$ cat src/rtl/add_arbiter_rr_pkg.sv
// add_arbiter_rr_pkg: shared widths and pipeline stage types for add_arbiter_rr.
// No ports. The stage structs are sized from the defaults below.
// Resize the whole design by editing this package.
package add_arbiter_rr_pkg;
    localparam int N_REQ_DEF = 4;
    localparam int W_DEF     = 8;
    localparam int HW        = W_DEF / 2;

    function automatic int idw(input int n);
        return (n > 1) ? $clog2(n) : 1;
    endfunction

    localparam int IDW_DEF = idw(N_REQ_DEF);

    // S1: low-half sum with its carry, plus the untouched high operand halves.
    typedef struct packed {
        logic               valid;
        logic [IDW_DEF-1:0] tag;
        logic [HW-1:0]      lo;
        logic               c;
        logic [HW-1:0]      a_hi;
        logic [HW-1:0]      b_hi;
    } s1_t;

    typedef struct packed {
        logic               valid;
        logic [IDW_DEF-1:0] tag;
        logic [W_DEF-1:0]   sum;
        logic               cout;
    } s2_t;
endpackage

$ cat src/rtl/add_pipe2_w.sv
// add_pipe2_w: 2-stage split-carry adder with an advance enable and a valid/tag sideband.
// Ports:
//   clk, rst_n      clock and asynchronous active-low reset
//   adv_i           advance; when low, both stages hold
//   valid_i, tag_i  item valid and requester tag entering S1
//   a_i, b_i        operands
//   valid_o, tag_o  S2 valid and tag
//   sum_o, cout_o   registered sum and carry out
//   busy_o          any stage holds a valid item
module add_pipe2_w
    import add_arbiter_rr_pkg::*;
(
    input  logic               clk,
    input  logic               rst_n,
    input  logic               adv_i,
    input  logic               valid_i,
    input  logic [IDW_DEF-1:0] tag_i,
    input  logic [W_DEF-1:0]   a_i,
    input  logic [W_DEF-1:0]   b_i,
    output logic               valid_o,
    output logic [IDW_DEF-1:0] tag_o,
    output logic [W_DEF-1:0]   sum_o,
    output logic               cout_o,
    output logic               busy_o
);
    s1_t s1_q, s1_d;
    s2_t s2_q, s2_d;
    logic [HW:0] lo_sum, hi_sum;

    always_comb begin
        lo_sum = {1'b0, a_i[HW-1:0]} + {1'b0, b_i[HW-1:0]};
        s1_d   = '{valid: valid_i, tag: tag_i, lo: lo_sum[HW-1:0], c: lo_sum[HW],
                   a_hi: a_i[W_DEF-1:HW], b_hi: b_i[W_DEF-1:HW]};
        hi_sum = {1'b0, s1_q.a_hi} + {1'b0, s1_q.b_hi} + {{HW{1'b0}}, s1_q.c};
        s2_d   = '{valid: s1_q.valid, tag: s1_q.tag,
                   sum: {hi_sum[HW-1:0], s1_q.lo}, cout: hi_sum[HW]};
    end

    always_ff @(posedge clk or negedge rst_n) begin
        if (!rst_n) begin
            s1_q <= '0;
            s2_q <= '0;
        end else if (adv_i) begin
            s1_q <= s1_d;
            s2_q <= s2_d;
        end
    end

    assign valid_o = s2_q.valid;
    assign tag_o   = s2_q.tag;
    assign sum_o   = s2_q.sum;
    assign cout_o  = s2_q.cout;
    assign busy_o  = s1_q.valid | s2_q.valid;
endmodule

$ cat src/rtl/add_arbiter_rr.sv
// add_arbiter_rr: arbitrates N_REQ requesters onto one shared 2-stage pipelined adder.
// Macro ADD_ARB_RR_EN: when defined, round-robin grant from a rotating pointer;
// when undefined, fixed priority with the lowest index winning and no pointer.
// Ports:
//   clk, rst_n                  clock and asynchronous active-low reset
//   req_valid/req_ready         per-requester handshake (ready is one-hot or zero)
//   req_a/req_b                 packed operands, requester i at [i*W +: W]
//   rsp_valid/rsp_ready         response handshake; rsp_ready also advances the pipeline
//   rsp_id, rsp_sum, rsp_cout   tagged result
//   busy                        any pipeline stage holds a valid item
module add_arbiter_rr
    import add_arbiter_rr_pkg::*;
#(
    parameter int N_REQ = N_REQ_DEF,
    parameter int W     = W_DEF,
    parameter int IDW   = idw(N_REQ)
) (
    input  logic               clk,
    input  logic               rst_n,
    input  logic [N_REQ-1:0]   req_valid,
    output logic [N_REQ-1:0]   req_ready,
    input  logic [N_REQ*W-1:0] req_a,
    input  logic [N_REQ*W-1:0] req_b,
    output logic               rsp_valid,
    input  logic               rsp_ready,
    output logic [IDW-1:0]     rsp_id,
    output logic [W-1:0]       rsp_sum,
    output logic               rsp_cout,
    output logic               busy
);
    logic [N_REQ-1:0] gnt;
    logic [IDW-1:0]   gnt_id, idx;
    logic             found, adv, hs;

`ifdef ADD_ARB_RR_EN
    logic [IDW-1:0] ptr_q, ptr_d;
`endif

    // Scan from the pointer (or from 0) and take the first asserted request.
    always_comb begin
        gnt    = '0;
        gnt_id = '0;
        found  = 1'b0;
        idx    = '0;
        for (int k = 0; k < N_REQ; k++) begin
`ifdef ADD_ARB_RR_EN
            idx = IDW'((int'(ptr_q) + k) % N_REQ);
`else
            idx = IDW'(k);
`endif
            if (!found && req_valid[idx]) begin
                gnt[idx] = 1'b1;
                gnt_id   = idx;
                found    = 1'b1;
            end
        end
    end

    // A stalled pipeline cannot take a new item, so ready is gated by the advance.
    assign adv       = rsp_ready;
    assign req_ready = gnt & {N_REQ{adv & rst_n}};
    assign hs        = found & adv & rst_n;

`ifdef ADD_ARB_RR_EN
    assign ptr_d = hs ? ((gnt_id == IDW'(N_REQ - 1)) ? '0 : gnt_id + 1'b1) : ptr_q;

    always_ff @(posedge clk or negedge rst_n) begin
        if (!rst_n) ptr_q <= '0;
        else        ptr_q <= ptr_d;
    end
`endif

    add_pipe2_w u_pipe (
        .clk     (clk),
        .rst_n   (rst_n),
        .adv_i   (adv),
        .valid_i (hs),
        .tag_i   (gnt_id),
        .a_i     (req_a[gnt_id*W +: W]),
        .b_i     (req_b[gnt_id*W +: W]),
        .valid_o (rsp_valid),
        .tag_o   (rsp_id),
        .sum_o   (rsp_sum),
        .cout_o  (rsp_cout),
        .busy_o  (busy)
    );
endmodule

$ cat config.mk
export PLATFORM = sky130hd
export DESIGN_NAME = add_arbiter_rr
export DESIGN_NICKNAME = d
export VERILOG_FILES = /design/src/rtl/add_arbiter_rr_pkg.sv /design/src/rtl/add_pipe2_w.sv /design/src/rtl/add_arbiter_rr.sv
export SDC_FILE = /design/constraint.sdc
export NUM_CORES = 1
export LEC_CHECK = 0
export CORE_MARGIN = 2
export CORE_UTILIZATION = 44
export DETAILED_ROUTE_END_ITERATION = 6
export MAX_ROUTING_LAYER = met4
export PLACE_DENSITY_LB_ADDON = 0.05
export SLEW_MARGIN = 40
export SYNTH_ARGS = -nofsm -noshare
export SYNTH_HDL_FRONTEND = slang
export SYNTH_HIERARCHICAL = 1
export SYNTH_SLANG_ARGS = --single-unit
$ cat constraint.sdc
create_clock -name clk -period 1.9 [get_ports clk]
set_input_delay 0.38 -clock clk [delete_from_list [all_inputs] [get_ports clk]]
set_output_delay 0.38 -clock clk [all_outputs]
set_load 0.05 [all_outputs]
==> run_results.csv, run 1 <==
group,metric,value,unit
setup_path,rrSetupSlack,0.13,ns
grt,grt_overflow_total,0,
grt,grt_usage,0.273,
timing,relSlewSlack,0.690,
setup_path,path_class,"in2reg",
status,violations,"setup timing",
drt,ant_nets,0,
drt,drt_first_pass_iters,7,
setup_path,cp-start-kind,"primary input",
clock_network,clkTransAtPathRegs,0.09,ns
clock_network,htreeDepth,1,
yosys,async_flop_share,1.00,
setup_path,r2r-end,"u_pipe/cout_o",
cells_and_area,antenna_cells,0,
grt,grt_pass1_vias,2305,
yosys,ys_ff_latch,28,
cells_and_area,drive_gt1_frac,0.347,
yosys,synth.lib_cells_used.distinct,36,
yosys,synthCells,243,
floorplanning,coreArea,5010,sq um
cells_and_area,syn2layout_area_growth,66.7,%
clock_network,cts-hold-fix-buffers,0,
power_and_ir_drop,p_leak,1.57,nW
cells_and_area,fin_area,3750,sq um
yosys,synth_top_flop_cell,"dfrtp_1",
setup_path,cp_slowest_cell,"clkdlybuf4s50_1",
drt,vias,2382,
setup_path,critPathTopFamily,"compound AO/OA/AOI/OAI gates",
yosys,synth_area,2250,sq um
clock_network,cts.sinks,28,
status,status,"finished, violations left",
setup_path,reg2reg_depth,5,
timing,worst_pin_slew,0.461,ns
yosys,post-synth-top-count-cell,"dfrtp_1",
floorplanning,die_area,5690,sq um
timing,drv_slew,0,
setup_path,cp-endpoint,"u_pipe/s1_q[12]",
cells_and_area,final_nets,442,
timing,skew,0.00194,ns
clock_network,cts_tree,"done",
timing,layout_min_cycle_time,2.03,ns
timing,fin_ws,-0.130,ns
grt,grt_max_degree,33,
drt,routed_via_density,5.54,
timing,rsz0062_at_grt,"yes",
yosys,synth_nets,324,
setup_path,cp_max_fo,4,
timing,tns,-0.380,ns
timing,post-route-period-util,1.07,
setup_path,endpoint_kind,"flop",
placement,io_buffers,87,
setup_path,path_cells,"clkdlybuf4s50_1 > or3_1 > a21oi_2 > a311oi_2 > ha_1 > buf_6 > a311oi_2 > o211ai_1",
yosys,netlist.area_leader.share,0.312,
grt,grt_pass1_wl,11200,microns
drt,routedWlPerCell,17.3,microns
yosys,synth_area_leaders,"dfrtp_1 31%, mux2_2 11%, a311oi_1 7.0%",
yosys,seq_area_frac_synth,0.312,
setup_path,cp.arrival,2.18,ns
placement,dpl-instance-area,3410,sq um
drt,drt_iter0_drc,119,
floorplanning,die_x,75.5,microns
clock_network,clockRootBuffer,"clkbuf_8",
setup_path,critical_path.max_stage_delay,0.42,ns
setup_path,startpoint,"req_b[3]",
yosys,avgSynthCellArea,9.25,sq um
yosys,synth_warnings,6,
hold_path,worstHoldPathType,"in2async",
setup_path,critPathRequiredTime,2.05,ns
placement,gp_congestion,0.968,
timing,setup_viol,4,
drt,postRouteWirelength,7420,microns
clock_network,clock_path_buffers,2,
yosys,yosysTopAreaCell,"dfrtp_1",
floorplanning,initial_core_util,0.449,
setup_path,timing.critical_path.buf_inv,2,
clock_network,numCtsBuffers,3,
power_and_ir_drop,peakVddDrop,0.822,mV
yosys,synthTopCellsByCount,"28 x dfrtp_1, 22 x a21oi_1, 22 x mux2_2, 19 x nor2b_1, 18 x a311oi_1",
setup_path,reg2reg_from,"u_pipe/s1_q[0]",
drt,drc_errors,0,
flow_run,drv_cap,0,
floorplanning,ios,88,
floorplanning,die_y,75.5,microns
power_and_ir_drop,power.density,685,nW/um^2
floorplanning,rows,26,
grt,antenna_found_initial,0,
setup_path,worst-path-stages,8,
placement,hpwl,5580,microns
yosys,synth_edf_count,0,
setup_path,crit_top_cell,"a311oi_2",
timing,max_freq,493,MHz
timing,timing.final.hold_violations,0,
clock_network,clock_latency,0.27,ns
## stage by stage
step	instances	power, mW	hold WS (ns)	utilization	worst slack (ns)
2_1_floorplan	243	1.63	0.0844	-	-0.353
3_3_place_gp	415	2.11	0.484	0.681	-0.938
3_5_place_dp	415	2.13	0.493	0.681	-0.951
4_1_cts	427	2.55	0.493	0.732	-0.156
5_1_grt	430	2.73	0.486	0.748	-0.182
6_report	430	2.57	0.494	0.748	-0.130
## metal layers
layer  GRT usage  up-vias  part of all wire
li1            -     1147                 -
met1       0.340     1143              0.42
met2       0.454       82              0.50
met3      0.0489       10             0.066
met4      0.0780        0             0.019
met5           -        -                 0
## cells by family (layout without fill, tap and decap cells)
group | after synthesis | in the layout | share of synthesized area
xor+xnor | 2 | 2 | 0.00780
buf+inv | 29 | 146 | 0.0707
fa+ha+maj | 10 | 10 | 0.0657
compound gates | 62 | 62 | 0.174
flops | 28 | 28 | 0.312
simple gates | 89 | 89 | 0.256
mux | 23 | 23 | 0.115
## power by group
group | internal, mW | leakage (nW) | total [mW] | switching [mW]
sequential | 0.750 | 0.332 | 0.838 | 0.0879
clock | 0.185 | 0.0288 | 0.361 | 0.175
combinational | 0.630 | 1.21 | 1.37 | 0.738
total | 1.57 | 1.57 | 2.57 | 1.00
## state kept, by name, summed over array words and instances (netlist names)
name            cells
u_pipe/valid_o      1
u_pipe/cout_o       1
u_pipe/tag_o        2
u_pipe/s1_q        16
u_pipe/sum_o        8
## area by class of cell
type	count	area, sq um
clock buffer	4	55.1
fill	399	1260
inverter	8	30.0
multi-input combinational	186	1530
sequential	28	701
tap	70	87.6
timing repair buffer	134	1350
## repair_timing
| action | CTS | global route |
|---|---|---|
| gates cloned | 2 | 0 |
| pin swaps | 24 | 20 |
| endpoints found under the setup margin | 15 | 6 |
| gates resized for setup | 60 | 14 |
| setup buffers | 6 | 3 |
## cells in the final DEF (no fill, tap or decap), types with 2 or more instances in the layout
cell              n
a311oi_1         10
nand3_2           2
buf_12            8
nor2_1            5
clkdlybuf4s50_1  48
inv_1             7
nor2b_1          19
nand3_1          15
a311oi_2          8
a21oi_1          15
bufbuf_16         2
xnor2_1           2
o21ai_0           8
o21ai_1           9
ha_1              6
clkbuf_8          4
fa_2              2
dfrtp_1          28
mux2_2           22
a21oi_2           7
nor3_2            2
nand4b_1          2
dlymetal6s2s_1    4
buf_6             7
or3_1            15
o211ai_1          2
buf_4            50
dlygate4sd2_1    14
nor2_4            2
or3b_1           16
## worst min-delay path by stage
stage                 endpoint  slack, ns             from  depth (start not counted)
5_1_grt        u_pipe/sum_o[4]       0.49            rst_n                          2
4_1_cts        u_pipe/sum_o[4]       0.49            rst_n                          2
3_5_place_dp   u_pipe/sum_o[2]       0.49  u_pipe/s1_q[11]                          1
3_3_place_gp   u_pipe/sum_o[0]       0.48   u_pipe/s1_q[9]                          1
6_report       u_pipe/sum_o[7]       0.49            rst_n                          2
2_1_floorplan    u_pipe/cout_o       0.08            rst_n                          0
(Power assumes the default switching activity.)
==> run 2, diff against run 1 <==
--- a/config.mk
+++ b/config.mk
@@ -8,6 +8,7 @@
 export CORE_MARGIN = 2
 export CORE_UTILIZATION = 44
 export DETAILED_ROUTE_END_ITERATION = 6
+export HOLD_SLACK_MARGIN = 0.02
 export MAX_ROUTING_LAYER = met4
 export PLACE_DENSITY_LB_ADDON = 0.05
 export SLEW_MARGIN = 40
==> results of run 2 <==
Same layout as run 1: the final DEF is identical, and so are final timing and power.
==> run 3, diff against run 2 <==
--- a/config.mk
+++ b/config.mk
@@ -5,8 +5,10 @@
 export SDC_FILE = /design/constraint.sdc
 export NUM_CORES = 1
 export LEC_CHECK = 0
+export ABC_CLOCK_PERIOD_IN_PS = 1900
 export CORE_MARGIN = 2
-export CORE_UTILIZATION = 44
+export CORE_UTILIZATION = 31
+export CTS_BUF_LIST = sky130_fd_sc_hd__clkbuf_4 sky130_fd_sc_hd__clkbuf_8
 export DETAILED_ROUTE_END_ITERATION = 6
 export HOLD_SLACK_MARGIN = 0.02
 export MAX_ROUTING_LAYER = met4
==> run_results.csv, run 3 (synthesis results as in run 1) <==
group,metric,value,unit
power_and_ir_drop,p_leak,1.63,nW
drt,drt_iter0_drc,97,
drt,ant_nets,0,
cells_and_area,final_util,0.547,
drt,drc_errors,0,
setup_path,endpoint_kind,"flop",
floorplanning,rows,31,
clock_network,htreeDepth,1,
timing,skew,0.00664,ns
cells_and_area,largest_register_ffs,16,
drt,postRouteWirelength,7960,microns
grt,grt_max_degree,33,
timing,rsz0062_at_grt,"yes",
grt,antenna_found_initial,0,
drt,vias,2431,
floorplanning,ios,88,
cells_and_area,final_nets,459,
drt,routed_via_density,5.11,
setup_path,cp_max_fo,6,
setup_path,cp-start-kind,"primary input",
timing,drv_slew,0,
flow_run,drv_cap,0,
setup_path,r2r-end,"u_pipe/cout_o",
clock_network,clock_path_buffers,2,
clock_network,numCtsBuffers,3,
timing,worst_pin_slew,0.429,ns
drt,drt_first_pass_iters,4,
clock_network,cts.sinks,28,
cells_and_area,final_cell_mix,"65 x buf_4, 43 x clkdlybuf4s50_1, 28 x dfrtp_1, 23 x dlygate4sd2_1, 21 x mux2_2",
setup_path,path_class,"in2reg",
setup_path,critPathRequiredTime,2.07,ns
timing,setup_viol,4,
placement,gp_congestion,0.826,
floorplanning,die_y,89.1,microns
hold_path,worstHoldPathType,"in2async",
grt,grt_usage,0.211,
setup_path,reg2reg_depth,5,
placement,hpwl,6020,microns
timing,max_freq,481,MHz
floorplanning,initial_core_util,0.315,
cells_and_area,regMostFlops,"u_pipe/s1_q",
cells_and_area,drive_gt1_frac,0.403,
floorplanning,die_area,7950,sq um
cells_and_area,antenna_cells,0,
clock_network,clock_latency,0.28,ns
timing,fin_ws,-0.180,ns
status,status,"finished, violations left",
setup_path,rrSetupSlack,0.13,ns
floorplanning,coreArea,7140,sq um
floorplanning,die_x,89.1,microns
cells_and_area,fill_cells,696,
timing,relSlewSlack,0.712,
clock_network,clkTransAtPathRegs,0.10,ns
placement,io_buffers,87,
cells_and_area,syn2layout_area_growth,73.6,%
power_and_ir_drop,power.density,699,nW/um^2
power_and_ir_drop,peakVddDrop,0.529,mV
setup_path,cp.arrival,2.25,ns
drt,routedWlPerCell,16.7,microns
grt,grt_overflow_total,0,
grt,grt_pass1_wl,12600,microns
power_and_ir_drop,power,2.73,mW
clock_network,clockRootBuffer,"clkbuf_8",
clock_network,cts-hold-fix-buffers,0,
timing,post-route-period-util,1.09,
timing,timing.final.hold_violations,0,
grt,grt_pass1_vias,2451,
timing,layout_min_cycle_time,2.08,ns
clock_network,cts_tree,"done",
status,violations,"setup timing",
cells_and_area,final_common_cell,"buf_4",
setup_path,reg2reg_from,"u_pipe/s1_q[0]",
-- run 3: stage by stage --
step           cells  setup slack (ns)  hold WS (ns)  cell area (sq um)  setup TNS, ns
2_1_floorplan    243            -0.353        0.0844               2300          -1.22
3_3_place_gp     457            -0.922         0.490               3510          -8.39
3_5_place_dp     457            -0.988         0.491               3510          -9.22
4_1_cts          472           -0.0922         0.422               3800         -0.225
5_1_grt          476            -0.241         0.437               3900         -0.711
6_report         476            -0.180         0.432               3900         -0.399
-- run 3: layer usage --
layer | share of wire | wire [microns] | track usage
met1 | 0.44 | 3490 | 0.264
met2 | 0.50 | 3940 | 0.361
met3 | 0.045 | 361 | 0.0286
met4 | 0.020 | 163 | 0.0502
met5 | 0 | 0 | -
-- run 3: cell type report --
type	count	area (sq um)	area share
multi-input combinational	186	1580	0.406
clock inverter	1	30.0	0.00770
inverter	8	30.0	0.00770
clock buffer	3	41.3	0.0106
timing repair buffer	151	1390	0.357
sequential	28	701	0.180
tap	99	124	0.0318
-- run 3: power breakdown --
part / switching (mW) / internal, mW / total, mW
Clock: 0.187 / 0.282 / 0.469
Sequential: 0.0921 / 0.751 / 0.843
Combinational: 0.760 / 0.654 / 1.41
-- run 3: worst max-delay path, stage by stage --
cell	delay [ns]
buf_12	0.11
buf_8	0.11
nor2_4	0.17
buf_4	0.14
o21ai_2	0.06
a311oi_2	0.24
ha_2	0.23
inv_2	0.04
fa_2	0.37
xnor2_2	0.15
mux2_4	0.26
-- run 3: worst max-delay path by stage --
stage / start / endpoint / slack, ns / depth (start not counted)
detailed placement: req_valid[2] / u_pipe/s1_q[11] / -0.99 / 10
CTS: req_valid[3] / u_pipe/s1_q[11] / -0.09 / 10
finish: req_valid[2] / u_pipe/s1_q[11] / -0.18 / 11
global route: req_valid[2] / u_pipe/s1_q[11] / -0.24 / 11
global placement: req_valid[2] / u_pipe/s1_q[11] / -0.92 / 10
floorplan: req_valid[1] / u_pipe/s1_q[11] / -0.35 / 11
-- run 3: repair_timing --
item                       in CTS  in global routing
pin swaps                      39                 12
buffers inserted               11                  4
setup endpoints to repair      17                  8
gates resized for setup        85                 18
